`src/rtl/moesi_pkg.sv`:
```
// Shared MOESI definitions: state encodings, arbiter FSM states and the
// completion-legality check used by the request arbiter.
package moesi_pkg;

    typedef enum logic [2:0] {
        MOESI_I = 3'b000,
        MOESI_S = 3'b001,
        MOESI_E = 3'b010,
        MOESI_O = 3'b011,
        MOESI_M = 3'b100
    } state_t;

    typedef enum logic [1:0] {
        IDLE  = 2'd0,
        ISSUE = 2'd1,
        GAP   = 2'd2,
        RESP  = 2'd3
    } arb_state_t;

    // A write must leave the requester in M, a read must leave it valid,
    // and encodings above M do not exist.
    function automatic logic proto_violation(input logic is_write, input logic [2:0] st);
        if (st > MOESI_M) begin
            return 1'b1;
        end
        if (is_write) begin
            return st != MOESI_M;
        end
        return st == MOESI_I;
    endfunction

endpackage

```
`src/rtl/rr_arbiter.sv`:
```
// Combinational round-robin arbiter: first set request at or after ptr
// (wrapping modulo N) wins; returns one-hot grant, its index and a hit flag.
module rr_arbiter #(
    parameter int N = 3,
    localparam int PW = (N > 1) ? $clog2(N) : 1
) (
    input  logic [N-1:0]  req,
    input  logic [PW-1:0] ptr,
    output logic [N-1:0]  grant,
    output logic [PW-1:0] idx,
    output logic          any
);

    logic [PW-1:0] cand;

    // Scan N candidates starting at ptr; the first requesting one wins.
    always_comb begin
        grant = '0;
        idx   = '0;
        any   = 1'b0;
        cand  = '0;
        for (int k = 0; k < N; k++) begin
            cand = PW'((int'(ptr) + k) % N);
            if (!any && req[cand]) begin
                any         = 1'b1;
                grant[cand] = 1'b1;
                idx         = cand;
            end
        end
    end

endmodule

```
`src/rtl/moesi_request_arbiter.sv`:
```
// Front-end sequencer for the MOESI directory: buffers one request per core,
// grants round-robin, strobes the directory once, waits the settle gap and
// returns the requester's post-access state with a sticky protocol check.
module moesi_request_arbiter
    import moesi_pkg::*;
#(
    parameter int N_PROC     = 3,
    parameter int GAP_CYCLES = 1,
    localparam int PW = (N_PROC > 1) ? $clog2(N_PROC) : 1
) (
    input  logic                  clk,
    input  logic                  reset,
    input  logic [N_PROC-1:0]     req_valid,
    input  logic [N_PROC-1:0]     req_write,
    output logic [N_PROC-1:0]     req_ready,
    output logic [PW-1:0]         dir_req_proc,
    output logic                  dir_read_req,
    output logic                  dir_write_req,
    input  logic [3*N_PROC-1:0]   dir_state,
    output logic                  resp_valid,
    output logic [PW-1:0]         resp_proc,
    output logic [2:0]            resp_state,
    output logic                  busy,
    output logic                  proto_err
);

    localparam int GW = (GAP_CYCLES > 1) ? $clog2(GAP_CYCLES) : 1;

    arb_state_t        state_q, state_d;
    logic [N_PROC-1:0] pend_valid_q, pend_valid_d;
    logic [N_PROC-1:0] pend_write_q, pend_write_d;
    logic [PW-1:0]     rr_ptr_q, rr_ptr_d;
    logic [PW-1:0]     cur_proc_q, cur_proc_d;
    logic              cur_write_q, cur_write_d;
    logic [GW-1:0]     gap_cnt_q, gap_cnt_d;
    logic              dir_read_req_q, dir_read_req_d;
    logic              dir_write_req_q, dir_write_req_d;
    logic [PW-1:0]     dir_req_proc_q, dir_req_proc_d;
    logic              resp_valid_q, resp_valid_d;
    logic [PW-1:0]     resp_proc_q, resp_proc_d;
    logic [2:0]        resp_state_q, resp_state_d;
    logic              proto_err_q, proto_err_d;

    logic [N_PROC-1:0] accept;
    logic [N_PROC-1:0] grant;
    logic [PW-1:0]     win_idx;
    logic              win_any;
    logic [2:0]        cur_dir_state;

    rr_arbiter #(.N(N_PROC)) u_rr (
        .req   (pend_valid_q),
        .ptr   (rr_ptr_q),
        .grant (grant),
        .idx   (win_idx),
        .any   (win_any)
    );

    assign accept        = req_valid & ~pend_valid_q;
    assign cur_dir_state = dir_state[3*int'(cur_proc_q) +: 3];

    // Next-state logic: slot capture, grant, strobe sequencing and completion check.
    always_comb begin
        state_d         = state_q;
        pend_valid_d    = pend_valid_q | accept;
        pend_write_d    = (pend_write_q & ~accept) | (req_write & accept);
        rr_ptr_d        = rr_ptr_q;
        cur_proc_d      = cur_proc_q;
        cur_write_d     = cur_write_q;
        gap_cnt_d       = gap_cnt_q;
        dir_read_req_d  = 1'b0;
        dir_write_req_d = 1'b0;
        dir_req_proc_d  = dir_req_proc_q;
        resp_valid_d    = 1'b0;
        resp_proc_d     = resp_proc_q;
        resp_state_d    = resp_state_q;
        proto_err_d     = proto_err_q;

        case (state_q)
            IDLE: begin
                if (win_any) begin
                    cur_proc_d      = win_idx;
                    cur_write_d     = pend_write_q[win_idx];
                    pend_valid_d    = pend_valid_d & ~grant;
                    rr_ptr_d        = (win_idx == PW'(N_PROC - 1)) ? '0 : win_idx + PW'(1);
                    dir_req_proc_d  = win_idx;
                    dir_write_req_d = pend_write_q[win_idx];
                    dir_read_req_d  = ~pend_write_q[win_idx];
                    state_d         = ISSUE;
                end
            end
            ISSUE: begin
                gap_cnt_d = GW'(GAP_CYCLES - 1);
                state_d   = GAP;
            end
            GAP: begin
                if (gap_cnt_q == '0) begin
                    resp_valid_d = 1'b1;
                    resp_proc_d  = cur_proc_q;
                    resp_state_d = cur_dir_state;
                    proto_err_d  = proto_err_q | proto_violation(cur_write_q, cur_dir_state);
                    state_d      = RESP;
                end else begin
                    gap_cnt_d = gap_cnt_q - GW'(1);
                end
            end
            RESP: begin
                state_d = IDLE;
            end
            default: begin
                state_d = IDLE;
            end
        endcase
    end

    // State and registered outputs; reset abandons any in-flight transaction.
    always_ff @(posedge clk or posedge reset) begin
        if (reset) begin
            state_q         <= IDLE;
            pend_valid_q    <= '0;
            pend_write_q    <= '0;
            rr_ptr_q        <= '0;
            cur_proc_q      <= '0;
            cur_write_q     <= 1'b0;
            gap_cnt_q       <= '0;
            dir_read_req_q  <= 1'b0;
            dir_write_req_q <= 1'b0;
            dir_req_proc_q  <= '0;
            resp_valid_q    <= 1'b0;
            resp_proc_q     <= '0;
            resp_state_q    <= '0;
            proto_err_q     <= 1'b0;
        end else begin
            state_q         <= state_d;
            pend_valid_q    <= pend_valid_d;
            pend_write_q    <= pend_write_d;
            rr_ptr_q        <= rr_ptr_d;
            cur_proc_q      <= cur_proc_d;
            cur_write_q     <= cur_write_d;
            gap_cnt_q       <= gap_cnt_d;
            dir_read_req_q  <= dir_read_req_d;
            dir_write_req_q <= dir_write_req_d;
            dir_req_proc_q  <= dir_req_proc_d;
            resp_valid_q    <= resp_valid_d;
            resp_proc_q     <= resp_proc_d;
            resp_state_q    <= resp_state_d;
            proto_err_q     <= proto_err_d;
        end
    end

    assign req_ready     = ~pend_valid_q;
    assign dir_req_proc  = dir_req_proc_q;
    assign dir_read_req  = dir_read_req_q;
    assign dir_write_req = dir_write_req_q;
    assign resp_valid    = resp_valid_q;
    assign resp_proc     = resp_proc_q;
    assign resp_state    = resp_state_q;
    assign busy          = (state_q != IDLE);
    assign proto_err     = proto_err_q;

endmodule

```
`config.mk`:
```
export PLATFORM = sky130hd
export DESIGN_NAME = moesi_request_arbiter
export DESIGN_NICKNAME = d
export VERILOG_FILES = /design/src/rtl/moesi_pkg.sv /design/src/rtl/rr_arbiter.sv /design/src/rtl/moesi_request_arbiter.sv
export SDC_FILE = /design/constraint.sdc
export NUM_CORES = 1
export LEC_CHECK = 0
export ABC_AREA = 1
export CORE_ASPECT_RATIO = 0.7
export CORE_MARGIN = 4
export CORE_UTILIZATION = 35
export DETAILED_ROUTE_END_ITERATION = 10
export PLACE_DENSITY = 0.65
export RECOVER_POWER = 100
export SYNTH_ARGS = -nofsm -noshare
export SYNTH_HDL_FRONTEND = slang
export SYNTH_SLANG_ARGS = --single-unit
```
`constraint.sdc`:
```
create_clock -name clk -period 1.7 [get_ports clk]
set_input_delay 0.425 -clock clk [delete_from_list [all_inputs] [get_ports clk]]
set_output_delay 0.425 -clock clk [all_outputs]
set_load 0.01 [all_outputs]
```
==> impl_results.html, run 1 <==
<table>
<tr><th>Metric</th><th>Value</th></tr>
<tr><th colspan="2">Power and ir drop</th></tr>
<tr><td>Design internal power</td><td>0.00239 W</td></tr>
<tr><td>Flop pwr share</td><td>20.4%</td></tr>
<tr><td>Power Total</td><td>0.00443 W</td></tr>
<tr><td>Leak pwr</td><td>0.947 nW</td></tr>
<tr><td>Max VDD drop</td><td>1010 µV</td></tr>
<tr><td>Switching share of total power</td><td>between 40% and 50%</td></tr>
<tr><td>Clock network fraction of design power</td><td>7.2%</td></tr>
<tr><td>PD cells</td><td>~2100 nW/µm²</td></tr>
<tr><td>Combinational Power Share</td><td>between 70 and 80%</td></tr>
<tr><td>Switching power summed over all nets</td><td>0.00203 W</td></tr>
<tr><th colspan="2">Yosys</th></tr>
<tr><td>Top cell type by total area after synthesis</td><td>dfrtp_1</td></tr>
<tr><td>Arithmetic-cell share of the synthesized area counting full adders, half adders and majority gates</td><td>6.78%</td></tr>
<tr><td>Number of synthesis warnings</td><td>0</td></tr>
<tr><td>Syn_nets</td><td>173</td></tr>
<tr><td>Synthesized-area fraction occupied by ao, oa, aoi and oai cells</td><td>between 10% and 20%</td></tr>
<tr><td>Share of the synthesized netlist area taken by xor and xnor gates</td><td>0%</td></tr>
<tr><td>Post-synthesis area per instance</td><td>~8.7 µm²</td></tr>
<tr><td>Biggest area contributors in the synthesized netlist</td><td>dfrtp_1, ha_1, nand2_1, inv_1, o21ai_0</td></tr>
<tr><td>Area share of the leading cell type in the synthesized netlist</td><td>between 40 and 50%</td></tr>
<tr><td>Mux contribution to synthesized area</td><td>0%</td></tr>
<tr><td>Post-synthesis share of cell area spent on and, or, nand and nor gates</td><td>26.8%</td></tr>
<tr><td>Post-synthesis sequential area ratio</td><td>42.6%</td></tr>
<tr><td>Register bit total from synthesis</td><td>22</td></tr>
<tr><td>Number of distinct library cell variants in the gate-level netlist after synthesis</td><td>27</td></tr>
<tr><td>Summed instance area of the synthesized netlist</td><td>1290 µm²</td></tr>
<tr><td>Dominant combinational cell family by area after synthesis</td><td>simple AND/OR/NAND/NOR gates</td></tr>
<tr><td>Synthesized instance count</td><td>149</td></tr>
<tr><th colspan="2">Detailed routing</th></tr>
<tr><td>Antenna Nets Post-Route</td><td>0</td></tr>
<tr><td>Detailed-route wire length per cell</td><td>around 15 µm</td></tr>
<tr><td>Routed via count</td><td>between 1000 and 1500</td></tr>
<tr><td>First DRT Iteration DRCs</td><td>95</td></tr>
<tr><td>Detailed-route DRC error count</td><td>0</td></tr>
<tr><td>Final wirelength</td><td>3940 µm</td></tr>
<tr><td>Vias per cell</td><td>4.96</td></tr>
<tr><td>Pre-Repair DR Iteration Count</td><td>4</td></tr>
<tr><th colspan="2">Placed design</th></tr>
<tr><td>Number of buffers inserted by port buffering</td><td>31</td></tr>
<tr><td>Sum of net half-perimeters after detailed placement</td><td>2670 µm</td></tr>
<tr><td>Post-place setup slack</td><td>-0.152 ns</td></tr>
<tr><td>Final Wtd Congestion</td><td>0.918</td></tr>
<tr><td>Area of placed instances</td><td>1800 µm²</td></tr>
<tr><th colspan="2">Outcome</th></tr>
<tr><td>Outcome</td><td>finished with violations</td></tr>
<tr><td>Violated checks</td><td>negative setup slack</td></tr>
<tr><th colspan="2">Clock network</th></tr>
<tr><td>H-Tree Level Count</td><td>1</td></tr>
<tr><td>Cell chosen for the clock root</td><td>clkbuf_8</td></tr>
<tr><td>TritonCTS clock tree</td><td>built</td></tr>
<tr><td>Buffer depth of the longest clock path</td><td>2</td></tr>
<tr><td>Number of buffers created by CTS</td><td>3</td></tr>
<tr><td>CTS hold repair buffers</td><td>0</td></tr>
<tr><td>Total clock sinks</td><td>22</td></tr>
<tr><td>Clock Latency Late Sink</td><td>0.26 ns</td></tr>
<tr><td>Post-CTS clock slew at the launch and capture registers of the worst setup and hold paths</td><td>0.08 ns</td></tr>
<tr><th colspan="2">Floorplan</th></tr>
<tr><td>Count of boundary I/O pins</td><td>32</td></tr>
<tr><td>Initial core utilization</td><td>36.5%</td></tr>
<tr><td>Site Rows</td><td>18</td></tr>
<tr><td>Die extent in y</td><td>roughly 59 µm</td></tr>
<tr><td>Die area</td><td>about 4700 µm²</td></tr>
<tr><td>Core Box Area</td><td>approximately 3500 µm²</td></tr>
<tr><td>Horizontal die dimension</td><td>80.6 µm</td></tr>
<tr><th colspan="2">Timing</th></tr>
<tr><td>Maximum clock frequency</td><td>546 MHz</td></tr>
<tr><td>Final setup viols</td><td>11</td></tr>
<tr><td>Number of endpoints with negative hold slack in the final report</td><td>0</td></tr>
<tr><td>Final worst slack</td><td>-0.132 ns</td></tr>
<tr><td>Setup repair after global routing missed its margin</td><td>yes</td></tr>
<tr><td>Max-slew violation count</td><td>0</td></tr>
<tr><td>Worst hold slack after final layout</td><td>0.490 ns</td></tr>
<tr><td>Share of the clock period used by the worst path after layout</td><td>108%</td></tr>
<tr><td>Clock period minus final worst setup slack</td><td>1.83 ns</td></tr>
<tr><td>Final Skew</td><td>between 0.003 and 0.004 ns</td></tr>
<tr><td>Setup TNS after final layout</td><td>-0.626 ns</td></tr>
<tr><td>Pin slew with the least headroom to its limit</td><td>0.558 ns</td></tr>
<tr><td>Worst slew margin relative to its limit</td><td>a little over three fifths</td></tr>
<tr><th colspan="2">Critical path</th></tr>
<tr><td>Startpoint class of the critical path</td><td>register</td></tr>
<tr><td>Worst path top cell family by delay</td><td>buffers and inverters</td></tr>
<tr><td>Number of cells on the worst reg-to-reg path</td><td>10</td></tr>
<tr><td>Worst endpoint data arrival time</td><td>roughly 2 ns</td></tr>
<tr><td>Highest fanout seen on the critical path</td><td>4</td></tr>
<tr><td>End point of the critical path</td><td>rr_ptr_q[1]</td></tr>
<tr><td>Origin of the worst setup path</td><td>rr_ptr_q[0]</td></tr>
<tr><td>Critical Path Slowest Stage Cell</td><td>dfrtp_1</td></tr>
<tr><td>Critical R2R Capture</td><td>rr_ptr_q[1]</td></tr>
<tr><td>Worst stage delay on the critical path</td><td>0.42 ns</td></tr>
<tr><td>Buffers plus inverters on the worst setup path</td><td>3</td></tr>
<tr><td>Type of the worst setup path</td><td>reg2reg</td></tr>
<tr><td>Worst path required time</td><td>1.83 ns</td></tr>
<tr><td>Cell chain of the critical path</td><td>buf_6 -&gt; ha_4 -&gt; buf_4 -&gt; nand3_1 -&gt; nand2_4 -&gt; nand3_4 -&gt; nand2_4 -&gt; buf_4 -&gt; o21ai_2 -&gt; o21ai_1</td></tr>
<tr><td>Reg2reg setup slack</td><td>-0.13 ns</td></tr>
<tr><td>Reg2Reg Launch Point</td><td>rr_ptr_q[0]</td></tr>
<tr><td>Stages on worst setup path</td><td>10</td></tr>
<tr><td>Critical Path Sink Type</td><td>register</td></tr>
<tr><th colspan="2">Layout</th></tr>
<tr><td>Share of cells above drive strength 1</td><td>35.7%</td></tr>
<tr><td>Final-stage net count</td><td>239</td></tr>
<tr><td>Filler Cells Inserted</td><td>306</td></tr>
<tr><td>Final Cell Area</td><td>2070 µm²</td></tr>
<tr><td>Diodes inserted</td><td>0</td></tr>
<tr><td>Multi-input gate area</td><td>between 700 and 800 µm²</td></tr>
<tr><td>Register area</td><td>between 500 and 600 µm²</td></tr>
<tr><td>Area Growth Syn to Fin</td><td>60.0%</td></tr>
<tr><th colspan="2">Flow run</th></tr>
<tr><td>Max-capacitance violation count</td><td>0</td></tr>
<tr><th colspan="2">Global routing</th></tr>
<tr><td>Global-route wire length before repair</td><td>5710 µm</td></tr>
<tr><td>Antenna violations before repair</td><td>0</td></tr>
<tr><td>Global router's overall resource usage</td><td>15.7%</td></tr>
<tr><td>Largest net degree at the start of global routing</td><td>23</td></tr>
<tr><td>Residual overflow from global routing</td><td>0</td></tr>
<tr><td>Via count of the first global-routing pass</td><td>1279</td></tr>
<tr><th colspan="2">Min path</th></tr>
<tr><td>Cell depth of the worst hold path</td><td>1</td></tr>
<tr><td>Path class of the lowest-slack min-delay path</td><td>reg2reg</td></tr>
</table>
how the worst min path moves through the flow:
| stage | from | end | slack, ns |
|---|---|---|---|
| floorplan | reset | asynchronous set/reset pin | 0.41 |
| global placement | proto_err | proto_err | 0.47 |
| detailed placement | proto_err | proto_err | 0.48 |
| CTS | proto_err | proto_err | 0.49 |
| global route | proto_err | proto_err | 0.53 |
| finish | proto_err | proto_err | 0.49 |
metal layers:
metal	vias up	global-route usage, %	part of all wire (%)
li1	621	-	-
met1	620	19.7	41
met2	50	26.9	49
met3	13	3.52	6.3
met4	0	5.30	3.2
met5	-	0	0
synthesized netlist by cell type, drive strengths merged:
master and number:
clkinv 1, a31oi 3, nand2 29, o211ai 1, o221ai 2, inv 22
nor2 15, a2bb2oi 2, nand3 16, a21oi 6, or2 1, dfrtp 22
a22oi 1, o21ai 19, nand3b 1, o21bai 1, ha 7
layout make-up:
| cell class | instances | area share [%] |
|---|---|---|
| Clock buffer | 3 | 2.00 |
| Timing Repair Buffer | 61 | 25.7 |
| Inverter | 23 | 4.42 |
| Tap cell | 50 | 3.03 |
| Multi-Input combinational cell | 104 | 38.2 |
| Sequential cell | 22 | 26.7 |
repair_timing:
item	CTS	global route
endpoints found under the setup margin	16	14
setup buffers	4	9
gates resized for setup	24	11
pin swaps	4	2
power groups by stage:
stage	Combinational, W	Clock (W)	Sequential [W]
CTS	0.00275	0.000327	0.000897
global placement	0.00237	0	0.000892
global route	0.00347	0.000355	0.000921
finish	0.00320	0.000320	0.000905
detailed placement	0.00244	0	0.000900
floorplan	0.00150	0	0.000902
cell usage in the layout (no fill, tap or decap), types with 2 or more instances in the layout:
cell	instances
o21ai_0	11
inv_4	2
o21ai_1	4
a2bb2oi_1	2
dfrtp_1	22
nand3_4	4
nor2_1	10
dlygate4sd3_1	7
a21oi_1	6
clkdlybuf4s50_1	20
nand2_4	5
ha_1	3
nand2_1	17
nand3_2	4
nor2_4	4
o21ai_2	3
nand3_1	8
inv_2	7
nand2_2	6
dlygate4sd2_1	4
buf_4	26
ha_4	3
clkbuf_8	3
buf_6	2
a31oi_1	3
inv_1	13
worst reg2reg max path, delay by kind of cell (launching register included):
kind / cells / cell delay (ns)
DFF: 1 / 0.42
and+or+nand+nor: 4 / 0.39
AOI/OAI and AO/OA: 2 / 0.29
adders and majority gates: 1 / 0.18
buffers and inverters: 3 / 0.43
kinds of logic (layout without fill, tap and decap cells):
family                     after synthesis  in the layout
AOI/OAI and AO/OA                       35             35
adders and majority gates                7              7
DFF                                     22             22
buffers and inverters                   23             87
and+or+nand+nor                         62             62
per-stage QoR:
step	utilization, %	instances
floorplan	-	149
global placement	51.0	247
detailed placement	51.0	247
CTS	55.1	254
global route	58.4	263
finish	58.4	263
Power figures use the tool's default switching activity.
==> run 2: changes to the inputs <==
Settings changed: SKIP_CTS_REPAIR_TIMING set to 1.
==> run 2 against run 1 <==
  * Core utilization is 1.7 points lower
  * Hold slack worse by 0.0019 ns
  * Clock skew hardly changed
  * Maximum frequency is 1.4% higher
  * Non-clock buffer count is 5 lower
  * Final cell count is 1.9% lower
  * Critical path depth is 3 higher
  * The run still ends with negative setup slack left
  * First-iteration DRC count is 19% lower
  * Critical endpoint is now cur_write_q
  * Register-to-register slack better by 0.02 ns
==> impl_results.html, run 2 (synthesis gave the netlist of run 1 again) <==
<table>
<tr><th>Metric</th><th>Value</th></tr>
<tr><th colspan="2">Outcome</th></tr>
<tr><td>Outcome</td><td>finished with violations</td></tr>
<tr><td>Violated checks</td><td>negative setup slack</td></tr>
<tr><th colspan="2">Timing</th></tr>
<tr><td>Final setup viols</td><td>10 (-1)</td></tr>
<tr><td>Setup TNS after final layout</td><td>-0.591 ns (+0.0348 ns)</td></tr>
<tr><td>Number of endpoints with negative hold slack in the final report</td><td>0 (unchanged)</td></tr>
<tr><td>Worst slew margin relative to its limit</td><td>61.7% (-1.1 points)</td></tr>
<tr><td>Pin slew with the least headroom to its limit</td><td>0.575 ns (+0.0164 ns)</td></tr>
<tr><td>Maximum clock frequency</td><td>553 MHz (+1.4%)</td></tr>
<tr><td>Final worst slack</td><td>-0.108 ns (+0.0246 ns)</td></tr>
<tr><td>Max-slew violation count</td><td>0 (unchanged)</td></tr>
<tr><td>Clock period minus final worst setup slack</td><td>1.81 ns (-0.0246 ns)</td></tr>
<tr><td>Final Skew</td><td>0.00292 ns (-0.000348 ns)</td></tr>
<tr><td>Share of the clock period used by the worst path after layout</td><td>106% (-1.4 points)</td></tr>
<tr><td>Setup repair after global routing missed its margin</td><td>yes</td></tr>
<tr><th colspan="2">Critical path</th></tr>
<tr><td>Reg2reg setup slack</td><td>-0.11 ns (+0.02 ns)</td></tr>
<tr><td>Worst path required time</td><td>1.86 ns (+0.03 ns)</td></tr>
<tr><td>Worst path top cell family by delay</td><td>simple AND/OR/NAND/NOR gates</td></tr>
<tr><td>Reg2Reg Launch Point</td><td>rr_ptr_q[0]</td></tr>
<tr><td>Critical Path Sink Type</td><td>register</td></tr>
<tr><td>Buffers plus inverters on the worst setup path</td><td>2 (-1)</td></tr>
<tr><td>Type of the worst setup path</td><td>reg2reg</td></tr>
<tr><td>Critical R2R Capture</td><td>cur_write_q</td></tr>
<tr><td>Highest fanout seen on the critical path</td><td>6 (+2)</td></tr>
<tr><td>Startpoint class of the critical path</td><td>register</td></tr>
<tr><td>Worst stage delay on the critical path</td><td>0.43 ns (about the same)</td></tr>
<tr><td>Number of cells on the worst reg-to-reg path</td><td>13 (+3)</td></tr>
<tr><td>Critical Path Slowest Stage Cell</td><td>dfrtp_2</td></tr>
<tr><td>Worst endpoint data arrival time</td><td>1.97 ns (about the same)</td></tr>
<tr><td>Cell chain of the critical path</td><td>inv_2 -&gt; ha_4 -&gt; inv_4 -&gt; nand2_1 -&gt; nand3_1 -&gt; nand2_2 -&gt; nand3_2 -&gt; nand2_4 -&gt; nor2_4 -&gt; nand3_2 -&gt; nand3_2 -&gt; nand2_2 -&gt; nand2_2</td></tr>
<tr><th colspan="2">Floorplan</th></tr>
<tr><td>Initial core utilization</td><td>36.5% (unchanged)</td></tr>
<tr><td>Horizontal die dimension</td><td>80.6 µm (unchanged)</td></tr>
<tr><td>Die area</td><td>4740 µm² (unchanged)</td></tr>
<tr><td>Die extent in y</td><td>58.8 µm (unchanged)</td></tr>
<tr><td>Count of boundary I/O pins</td><td>32 (unchanged)</td></tr>
<tr><td>Site Rows</td><td>18 (unchanged)</td></tr>
<tr><td>Core Box Area</td><td>3540 µm² (unchanged)</td></tr>
<tr><th colspan="2">Detailed routing</th></tr>
<tr><td>Pre-Repair DR Iteration Count</td><td>4 (unchanged)</td></tr>
<tr><td>Final wirelength</td><td>3770 µm (-4.1%)</td></tr>
<tr><td>Antenna Nets Post-Route</td><td>0 (unchanged)</td></tr>
<tr><td>Detailed-route wire length per cell</td><td>14.6 µm (-2.3%)</td></tr>
<tr><td>Routed via count</td><td>1268 (-2.8%)</td></tr>
<tr><td>Vias per cell</td><td>4.91 (-0.88%)</td></tr>
<tr><td>Detailed-route DRC error count</td><td>0 (unchanged)</td></tr>
<tr><td>First DRT Iteration DRCs</td><td>77 (-19%)</td></tr>
<tr><th colspan="2">Layout</th></tr>
<tr><td>Diodes inserted</td><td>0 (unchanged)</td></tr>
<tr><td>Post-Layout Cell Count</td><td>258 (-1.9%)</td></tr>
<tr><td>Share of cells above drive strength 1</td><td>35.1% (-0.58 points)</td></tr>
<tr><td>Area Growth Syn to Fin</td><td>55.2%</td></tr>
<tr><td>Final cell utilization of the core</td><td>56.7% (-1.7 points)</td></tr>
<tr><td>Top library cells by usage in the layout, fill and taps aside</td><td>clkdlybuf4s50_1, dfrtp_1, buf_4</td></tr>
<tr><td>Final Cell Area</td><td>2000 µm² (-3.0%)</td></tr>
<tr><td>Final-stage net count</td><td>234 (-2.1%)</td></tr>
<tr><td>Most common cell after layout, fill and taps aside</td><td>clkdlybuf4s50_1</td></tr>
<tr><th colspan="2">Min path</th></tr>
<tr><td>Hold path start</td><td>proto_err</td></tr>
<tr><td>End of the worst hold path</td><td>proto_err</td></tr>
<tr><td>Path class of the lowest-slack min-delay path</td><td>reg2reg</td></tr>
<tr><td>Cell depth of the worst hold path</td><td>1 (unchanged)</td></tr>
<tr><th colspan="2">Global routing</th></tr>
<tr><td>Global router's overall resource usage</td><td>14.9% (-0.79 points)</td></tr>
<tr><td>Via count of the first global-routing pass</td><td>1226 (-4.1%)</td></tr>
<tr><td>Largest net degree at the start of global routing</td><td>23 (unchanged)</td></tr>
<tr><td>Global-route wire length before repair</td><td>5440 µm (-4.7%)</td></tr>
<tr><td>Antenna violations before repair</td><td>0 (unchanged)</td></tr>
<tr><td>Residual overflow from global routing</td><td>0 (unchanged)</td></tr>
<tr><th colspan="2">Clock network</th></tr>
<tr><td>TritonCTS clock tree</td><td>built</td></tr>
<tr><td>H-Tree Level Count</td><td>1 (unchanged)</td></tr>
<tr><td>Clock Latency Late Sink</td><td>0.26 ns (about the same)</td></tr>
<tr><td>Buffer depth of the longest clock path</td><td>2 (unchanged)</td></tr>
<tr><td>Post-CTS clock slew at the launch and capture registers of the worst setup and hold paths</td><td>0.07 ns (about the same)</td></tr>
<tr><td>Cell chosen for the clock root</td><td>clkbuf_8</td></tr>
<tr><td>Number of buffers created by CTS</td><td>3 (unchanged)</td></tr>
<tr><td>Total clock sinks</td><td>22 (unchanged)</td></tr>
<tr><th colspan="2">Placed design</th></tr>
<tr><td>Instance count after placement with tap cells included</td><td>247 (unchanged)</td></tr>
<tr><td>Post-place setup slack</td><td>-0.152 ns (unchanged)</td></tr>
<tr><td>Sum of net half-perimeters after detailed placement</td><td>2670 µm (unchanged)</td></tr>
<tr><td>Number of buffers inserted by port buffering</td><td>31 (unchanged)</td></tr>
<tr><td>Final Wtd Congestion</td><td>0.918 (unchanged)</td></tr>
<tr><td>Area of placed instances</td><td>1800 µm² (unchanged)</td></tr>
<tr><th colspan="2">Power and ir drop</th></tr>
<tr><td>Max VDD drop</td><td>904 µV (-11%)</td></tr>
<tr><td>PD cells</td><td>2080 nW/µm² (-2.9%)</td></tr>
<tr><td>Leak pwr</td><td>0.928 nW (-2.0%)</td></tr>
<tr><th colspan="2">Flow run</th></tr>
<tr><td>Max-capacitance violation count</td><td>0 (unchanged)</td></tr>
</table>
==> run 2: through the flow <==
step | hold WS (ns) | power [W]
floorplan | 0.414 | 0.00240
global placement | 0.468 | 0.00327
detailed placement | 0.475 | 0.00334
CTS | 0.494 | 0.00367
global route | 0.521 | 0.00448
finish | 0.488 | 0.00417
==> run 2: how the worst max path moves through the flow <==
stage	cells past startpoint	to	from	slack, ns
3_3_place_gp	14	dir_write_req	rr_ptr_q[1]	-0.09
4_1_cts	4	busy	state_q[1]	-0.21
2_1_floorplan	13	cur_write_q	rr_ptr_q[1]	0.0009
6_report	13	cur_write_q	rr_ptr_q[0]	-0.11
5_1_grt	13	cur_write_q	rr_ptr_q[0]	-0.21
3_5_place_dp	14	cur_write_q	rr_ptr_q[1]	-0.15
==> run 2: report_power, final <==
part           leakage [nW]  switching (W)  internal, W
Combinational         0.647        0.00160      0.00134
Clock                0.0216       0.000160     0.000158
Sequential            0.260       0.000167     0.000741
Total                 0.928        0.00193      0.00224
==> run 2: layout make-up <==
type | instances | area [µm²]
Fill cell | 318 | 1530
Sequential cell | 22 | 552
Tap cell | 50 | 62.6
Multi-Input combinational cell | 104 | 748
Clock buffer | 3 | 41.3
Inverter | 23 | 93.8
Timing Repair Buffer | 56 | 507
==> run 2: routing by layer <==
layer  share of wire (%)  vias to the layer above  GRT usage [%]
met4                 3.2                        0           4.82
li1                    -                      615              -
met1                  42                      601           19.5
met5                   0                        -              0
met3                 4.4                       14           3.52
met2                  50                       38           24.5
==> run 2: worst reg2reg max path, cell delays in order (launching register included) <==
cell and delay, ns:
dfrtp_2 0.43, inv_2 0.07, ha_4 0.32, inv_4 0.06
nand2_1 0.08, nand3_1 0.09, nand2_2 0.12, nand3_2 0.12
nand2_4 0.12, nor2_4 0.05, nand3_2 0.07, nand3_2 0.07
nand2_2 0.08, nand2_2 0.04
==> run 3: changes to the inputs <==
Settings changed: CTS_CLUSTER_DIAMETER set to 80.
==> results of run 3 <==
No change in the layout: final DEF, timing and power equal those of run 2.
